**src/rtl/billiard_pkg.sv**
```systemverilog
// Shared types and helpers for the billiard ball pipeline.
//   ball_state_t : IDLE / MOVING / SUNK ball status
//   VEL_W, POS_W : widths of signed velocity and integer position
//   saturate()   : clamps a velocity magnitude to a limit
//   toward_zero(): moves a velocity toward zero by a step, never past it
package billiard_pkg;

   typedef enum logic [1:0] {
      IDLE   = 2'd0,
      MOVING = 2'd1,
      SUNK   = 2'd2
   } ball_state_t;

   localparam int VEL_W = 11;
   localparam int POS_W = 11;

   typedef logic signed [VEL_W-1:0] vel_t;

   function automatic vel_t saturate(input vel_t v, input int vmax);
      vel_t lim;
      lim = vel_t'(vmax);
      if (v > lim)
         return lim;
      else if (v < -lim)
         return -lim;
      else
         return v;
   endfunction

   function automatic vel_t toward_zero(input vel_t v, input int step);
      vel_t s;
      s = vel_t'(step);
      if (v > s)
         return v - s;
      else if (v < -s)
         return v + s;
      else
         return '0;
   endfunction

endpackage

```
**src/rtl/friction_step.sv**
```systemverilog
// Combinational friction for one velocity axis.
//   vel_in  : current signed velocity
//   enable  : apply one friction decrement this cycle
//   vel_out : velocity moved toward zero by STEP (clamped at zero), or vel_in
module friction_step
   import billiard_pkg::*;
#(
   parameter int STEP = 1
) (
   input  vel_t vel_in,
   input  logic enable,
   output vel_t vel_out
);

   assign vel_out = enable ? toward_zero(vel_in, STEP) : vel_in;

endmodule

```
**src/rtl/ball_motion.sv**
```systemverilog
// Per-ball kinematics: sub-pixel position integration, friction, cue shots,
// collision velocity capture and moving/stopped/sunk tracking.
//   clk, resetN                  : clock, asynchronous active-low reset
//   startOfFrame                 : one-cycle frame pulse
//   collisionOccurred, velXIn/Y  : corrected velocity from collision controller
//   holeHit, respawn             : pocket overlap / return a sunk ball to start
//   shotValid, shotVelX/Y        : cue shot request; shotReady accepts it
//   topLeftPosX/Y, velX/Y        : integer position and current velocity
//   ballMoving, ballSunk         : status flags
module ball_motion
   import billiard_pkg::*;
#(
   parameter int FRAC_BITS       = 4,
   parameter int START_X         = 160,
   parameter int START_Y         = 240,
   parameter int X_MIN           = 0,
   parameter int X_MAX           = 623,
   parameter int Y_MIN           = 0,
   parameter int Y_MAX           = 463,
   parameter int FRICTION_PERIOD = 4,
   parameter int FRICTION_STEP   = 1,
   parameter int VEL_MAX         = 255
) (
   input  logic                    clk,
   input  logic                    resetN,
   input  logic                    startOfFrame,
   input  logic                    collisionOccurred,
   input  logic signed [VEL_W-1:0] velXIn,
   input  logic signed [VEL_W-1:0] velYIn,
   input  logic                    holeHit,
   input  logic                    shotValid,
   input  logic signed [VEL_W-1:0] shotVelX,
   input  logic signed [VEL_W-1:0] shotVelY,
   output logic                    shotReady,
   input  logic                    respawn,
   output logic signed [POS_W-1:0] topLeftPosX,
   output logic signed [POS_W-1:0] topLeftPosY,
   output logic signed [VEL_W-1:0] velX,
   output logic signed [VEL_W-1:0] velY,
   output logic                    ballMoving,
   output logic                    ballSunk
);

   localparam int PW = POS_W + FRAC_BITS;            // fixed-point position width
   localparam int IW = PW + 2 - FRAC_BITS;           // integer part of the widened sum
   localparam int CW = (FRICTION_PERIOD > 1) ? $clog2(FRICTION_PERIOD) : 1;
   localparam logic [CW-1:0] CNT_LAST = CW'(FRICTION_PERIOD - 1);
   localparam logic signed [PW-1:0] START_X_FP = PW'(START_X << FRAC_BITS);
   localparam logic signed [PW-1:0] START_Y_FP = PW'(START_Y << FRAC_BITS);

   ball_state_t             state_reg;
   logic                    pend_valid_reg;
   logic                    captured_reg;     // a collision was already taken this frame
   logic                    update_reg;       // cycle F+1 of the frame pipeline
   logic [CW-1:0]           frame_cnt_reg;
   vel_t                    vel_reg  [2];
   vel_t                    pend_reg [2];
   logic signed [PW-1:0]    pos_reg  [2];

   vel_t                    coll_vel [2];
   vel_t                    shot_sat [2];
   vel_t                    fric_out [2];
   logic signed [PW-1:0]    pos_next [2];

   logic active, hole, shot_accept, shot_zero, coll_first, fric_en, vel_zero;

   assign coll_vel[0] = velXIn;
   assign coll_vel[1] = velYIn;
   assign shot_sat[0] = saturate(shotVelX, VEL_MAX);
   assign shot_sat[1] = saturate(shotVelY, VEL_MAX);

   assign active      = (state_reg != SUNK);
   assign hole        = holeHit && active;
   assign shotReady   = (state_reg == IDLE);
   // the pocket wins over a shot arriving in the same cycle
   assign shot_accept = shotValid && shotReady && !holeHit;
   assign shot_zero   = (shotVelX == '0) && (shotVelY == '0);
   // a collision on the frame pulse itself starts a new frame's capture window
   assign coll_first  = collisionOccurred && active && (startOfFrame || !captured_reg);
   assign fric_en     = (frame_cnt_reg == CNT_LAST);
   assign vel_zero    = (vel_reg[0] == '0) && (vel_reg[1] == '0);

   generate
      for (genvar gi = 0; gi < 2; gi++) begin : g_axis
         localparam int LO = (gi == 0) ? X_MIN : Y_MIN;
         localparam int HI = (gi == 0) ? X_MAX : Y_MAX;
         localparam logic signed [IW-1:0] LO_I  = IW'(LO);
         localparam logic signed [IW-1:0] HI_I  = IW'(HI);
         localparam logic signed [PW-1:0] LO_FP = PW'(LO << FRAC_BITS);
         localparam logic signed [PW-1:0] HI_FP = PW'(HI << FRAC_BITS);

         logic signed [PW+1:0] sum;
         logic signed [IW-1:0] int_part;

         // widened so neither clamp edge can wrap before it is compared
         assign sum      = (PW+2)'(pos_reg[gi]) + (PW+2)'(vel_reg[gi]);
         assign int_part = $signed(sum[PW+1:FRAC_BITS]);
         // a clamped ball sits exactly on the wall with no leftover fraction
         assign pos_next[gi] = (int_part < LO_I) ? LO_FP :
                               (int_part > HI_I) ? HI_FP : sum[PW-1:0];

         friction_step #(.STEP(FRICTION_STEP)) u_friction (
            .vel_in  (vel_reg[gi]),
            .enable  (fric_en),
            .vel_out (fric_out[gi])
         );
      end
   endgenerate

   always_ff @(posedge clk or negedge resetN) begin
      if (!resetN) begin
         state_reg      <= IDLE;
         pend_valid_reg <= 1'b0;
         captured_reg   <= 1'b0;
         update_reg     <= 1'b0;
         frame_cnt_reg  <= '0;
         for (int i = 0; i < 2; i++) begin
            vel_reg[i]  <= '0;
            pend_reg[i] <= '0;
         end
         pos_reg[0] <= START_X_FP;
         pos_reg[1] <= START_Y_FP;
      end else if (hole) begin
         state_reg      <= SUNK;
         pend_valid_reg <= 1'b0;
         update_reg     <= 1'b0;
         for (int i = 0; i < 2; i++)
            vel_reg[i] <= '0;
      end else if (state_reg == SUNK) begin
         if (respawn) begin
            state_reg  <= IDLE;
            update_reg <= 1'b0;
            pos_reg[0] <= START_X_FP;
            pos_reg[1] <= START_Y_FP;
         end
      end else begin
         // cycle F: load pending collision velocity, else apply friction
         if (startOfFrame) begin
            update_reg    <= 1'b1;
            captured_reg  <= 1'b0;
            frame_cnt_reg <= fric_en ? '0 : frame_cnt_reg + CW'(1);
            if (pend_valid_reg) begin
               pend_valid_reg <= 1'b0;
               for (int i = 0; i < 2; i++)
                  vel_reg[i] <= saturate(pend_reg[i], VEL_MAX);
            end else begin
               for (int i = 0; i < 2; i++)
                  vel_reg[i] <= fric_out[i];
            end
         end else begin
            update_reg <= 1'b0;
         end

         // cycle F+1: integrate with the velocity chosen in cycle F
         if (update_reg) begin
            for (int i = 0; i < 2; i++)
               pos_reg[i] <= pos_next[i];
            state_reg <= vel_zero ? IDLE : MOVING;
         end

         // later assignments override: a fresh capture survives the F-cycle clear
         if (coll_first) begin
            captured_reg <= 1'b1;
            if (!shot_accept) begin
               pend_valid_reg <= 1'b1;
               for (int i = 0; i < 2; i++)
                  pend_reg[i] <= coll_vel[i];
            end
         end

         if (shot_accept) begin
            pend_valid_reg <= 1'b0;
            frame_cnt_reg  <= '0;
            state_reg      <= shot_zero ? IDLE : MOVING;
            for (int i = 0; i < 2; i++)
               vel_reg[i] <= shot_sat[i];
         end
      end
   end

   assign topLeftPosX = pos_reg[0][PW-1:FRAC_BITS];
   assign topLeftPosY = pos_reg[1][PW-1:FRAC_BITS];
   assign velX        = vel_reg[0];
   assign velY        = vel_reg[1];
   assign ballMoving  = (state_reg == MOVING);
   assign ballSunk    = (state_reg == SUNK);

endmodule

```
**config.mk**
```make
export PLATFORM = sky130hd
export DESIGN_NAME = ball_motion
export DESIGN_NICKNAME = d
export VERILOG_FILES = /design/src/rtl/billiard_pkg.sv /design/src/rtl/friction_step.sv /design/src/rtl/ball_motion.sv
export SDC_FILE = /design/constraint.sdc
export NUM_CORES = 1
export LEC_CHECK = 0
export ABC_AREA = 0
export CAP_MARGIN = 0
export CORE_UTILIZATION = 60
export CTS_CLUSTER_SIZE = 40
export DETAILED_ROUTE_END_ITERATION = 7
export PLACE_DENSITY = 0.87
export SLEW_MARGIN = 20
export SYNTH_ARGS = -nofsm -noshare
export SYNTH_HDL_FRONTEND = slang
export SYNTH_HIERARCHICAL = 1
export SYNTH_SLANG_ARGS = --single-unit
```
**constraint.sdc**
```tcl
create_clock -name clk -period 7.8 [get_ports clk]
set_input_delay 0.78 -clock clk [delete_from_list [all_inputs] [get_ports clk]]
set_output_delay 0.78 -clock clk [all_outputs]
set_load 0.05 [all_outputs]
```
==> summary.txt <==
Power and ir drop
  • Cell Pwr Density: 408 nW/µm²
  • Worst VDD drop: 196 µV
  • Leak: 3.49 nW
  • Overall Power: around 3.5 mW

Timing
  • Final Cycle Share: 43.8%
  • TNS Setup: 0 ns
  • Final hold vios: 0
  • Final Critical Period: around 3.4 ns
  • Worst rel slew slack: between 30% and 40%
  • Final setup viols: 0
  • Max Freq: ~290 MHz
  • RSZ-0062 raised after global routing: no
  • Worst slew pin tran: 1.03 ns
  • Setup Skew: approximately 0.0085 ns
  • Final count of pins violating max slew: 0
  • Min Hold Slack: 0.299 ns

Yosys
  • Mux cell area share after synthesis: roughly 3.3%
  • Ys Warns: 6
  • Syn Nets: roughly 1.0k
  • Largest family of logic cells by synthesized area: compound AO/OA/AOI/OAI gates
  • Synth Area in Compound Gates: 28.0%
  • Mapped Cells: slightly above 900
  • FF+latch count, synth: between 80 and 90
  • Ys flop type: dfrtp_1
  • Proportion of synthesized chip area in sequential cells: 27.3%
  • Syn_area_per_cell: just over 8 µm²
  • Library cells used by synthesis: 88
  • Mapped cell area: 7450 µm²
  • Simple-gate share of the synthesized area: a little under a quarter
  • Post-synthesis xor/xnor area fraction: 1.76%
  • Adder-cell share of the synthesized area: 7.42%
  • EDFF count, synth: 0
  • Post-synth ARST share: between 90% and 100%

Critical path
  • CP top delay family: compound AO/OA/AOI/OAI gates
  • CP max stage delay: 0.65 ns
  • Worst r2r src: velX[0]
  • Worst R2R Path Depth: 11
  • CP arrival: 3.64 ns
  • Worst r2r dst: pos_reg[15]
  • Setup CP Type: reg2reg
  • Worst path slowest cell: dfrtp_1
  • Worst R2R Setup Slack: approximately 4.4 ns
  • CP Cell Sequence: ha_1 > inv_1 > fa_1 > nor2b_1 > o211ai_2 > a31oi_2 > a21oi_1 > o221ai_1 > a21boi_2 > o21ai_2 > a32o_1
  • CP required: 8.03 ns
  • Startpoint types: flip-flop
  • Crit path max fanout: 14
  • Worst Setup End Kind: flip-flop
  • Crit path depth: 11
  • CP bufs+invs: 1

GRT
  • Initial antenna violation count: 0
  • GRT overflow: 0
  • Vias in the first global route: 6820
  • Largest net degree at the start of global routing: 64
  • First-pass GRT wire length: 33.0 mm
  • Overall Global Routing Usage: between 30% and 40%

Cells and area
  • Diode count: 0
  • Layout cell share with drive strength beyond 1: about 8.5%
  • Max FFs per register: 22
  • Synth-to-Final Area Change: 14.9%
  • Final nets: 1067

Floorplanning
  • FP Rows: 40
  • Die X: roughly 110 µm
  • Vert. Die Dim: around 110 µm
  • Initial core utilization: 61.8%
  • Ports: 98
  • Full die area: 12900 µm²
  • Core Region: 12100 µm²

Route
  • DRC: 0
  • Final WL: 19.8 mm
  • Post-DRT Antenna Nets: 0
  • Iter 0 DRT Violations: 627
  • Via count: ~7.3k
  • Initial DRT Pass Iterations: 5
  • Vias per std cell: 6.40
  • WL per Instance: 17.3 µm

Clock network
  • Total CTS buffers: 9
  • H-tree depth: 3
  • Clock root cell: clkbuf_16
  • Clock Tree Buf Depth: 2
  • CTS resizes: 0
  • Setup bufs post-CTS: 0
  • Clock transition at the registers of the reported paths: 0.06 ns
  • TritonCTS Sinks: between 80 and 90
  • CTS Hold Bufs: 0
  • Clock Latency Late Sink: 0.34 ns
  • CTS tree: built

Status
  • Status: finished, final reports clean

Placement
  • Gpl congestion: 0.888
  • Port Buffers: 97
  • DP Wirelength: 14.5 mm

Job
  • Max cap viols: 0

Min path
  • Worst hold path type: in2async
-- layout make-up --
class | instances | area [µm²]
fill | 917 | 3500
clock inverter | 4 | 28.8
multi-input combinational | 722 | 4820
sequential | 81 | 2030
tap | 168 | 210
timing repair buffer | 102 | 1010
clock buffer | 12 | 246
inverter | 57 | 214
-- cell usage in the layout, fill, tap and decap left out, types with 10 or more instances in the layout --
| cell | instances |
|---|---|
| a21o_1 | 12 |
| a21oi_1 | 57 |
| and2_1 | 10 |
| clkdlybuf4s50_1 | 96 |
| dfrtp_1 | 75 |
| ha_1 | 41 |
| inv_1 | 53 |
| mux2_2 | 13 |
| mux2i_1 | 10 |
| nand2_1 | 113 |
| nand2b_1 | 20 |
| nand3_1 | 21 |
| nand4_1 | 22 |
| nor2_1 | 68 |
| nor2b_1 | 18 |
| nor3_1 | 17 |
| nor4_1 | 15 |
| o211ai_1 | 12 |
| o21ai_0 | 69 |
| o22ai_1 | 10 |
| o31ai_1 | 10 |
-- cells in the mapped netlist, types with 4 or more instances --
cell type	n	share of area, %
a32o_1	5	0.67
clkinv_1	4	0.20
dfstp_2	6	2.1
o21bai_1	4	0.40
a221oi_1	8	0.94
nor2_1	68	3.4
o211ai_1	12	1.2
o21a_1	8	0.81
o21ai_1	5	0.34
xnor2_1	9	1.1
o22ai_1	10	0.84
mux2i_1	10	1.3
a211oi_1	6	0.60
nor4_1	15	1.3
nand3_1	21	1.4
buf_4	27	2.7
xor2_1	6	0.71
o2111ai_1	4	0.47
a21o_1	12	1.2
o41ai_1	4	0.47
and3_1	8	0.67
nand4_1	22	1.8
o21ai_0	69	4.6
ha_1	41	6.9
nand2b_1	20	1.7
buf_6	5	0.76
a41oi_1	4	0.47
o311ai_0	4	0.47
clkbuf_1	20	1.0
and2_1	10	0.84
nand2_1	113	5.7
mux2_2	13	2.0
o31a_1	6	0.71
a31oi_1	9	0.76
o221ai_1	8	0.94
nor3_1	18	1.2
a22oi_1	9	0.91
buf_2	9	0.60
dfrtp_1	75	25
inv_1	53	2.7
nor2b_1	18	1.5
a21oi_1	58	3.9
o31ai_1	10	1.0
-- routing by layer --
layer / wire, µm / track usage, %
met5: 0 / 0
met4: 360 / 10.9
met3: 1330 / 5.53
met2: 9400 / 51.1
met1: 8730 / 43.6
-- logic make-up (layout without fill, tap and decap cells) --
kind of cell,Yosys count,in the layout
compound gates,297,297
fa+ha+maj,43,43
xor+xnor,15,15
mux,23,23
flops,81,81
simple gates,344,344
buf+inv,122,175
-- worst register-to-register path, delay by kind of cell (launching register included) --
family / cells / cell delay, ns
flops: 1 / 0.65
compound gates: 7 / 1.73
buf+inv: 1 / 0.06
fa+ha+maj: 2 / 0.66
simple gates: 1 / 0.22
-- worst max-delay path by stage --
stage             from             end  slack (ns)
6_report       velX[0]     pos_reg[15]        4.38
5_1_grt        velX[0]  topLeftPosX[4]        4.18
4_1_cts        velX[0]     pos_reg[15]        4.42
3_5_place_dp   velX[0]  topLeftPosX[8]        4.46
3_3_place_gp   velX[0]     pos_reg[15]        4.52
2_1_floorplan  velY[0]      pos_reg[0]        4.78
-- power by group --
group	internal (mW)	switching (mW)	total, mW
clock	0.225	0.174	0.399
sequential	0.580	0.362	0.942
combinational	0.815	1.33	2.15
total	1.62	1.87	3.49
-- through the flow --
stage / setup WS [ns] / area, µm² / util, % / instances
6_report: 4.38 / 8560 / 71.0 / 1146
5_1_grt: 4.18 / 8560 / 71.0 / 1146
4_1_cts: 4.42 / 8560 / 71.0 / 1146
3_5_place_dp: 4.46 / 8290 / 68.7 / 1130
3_3_place_gp: 4.52 / 8290 / 68.7 / 1130
2_1_floorplan: 4.78 / 7450 / - / 925
Note: power is estimated with default switching activity, not from simulation.
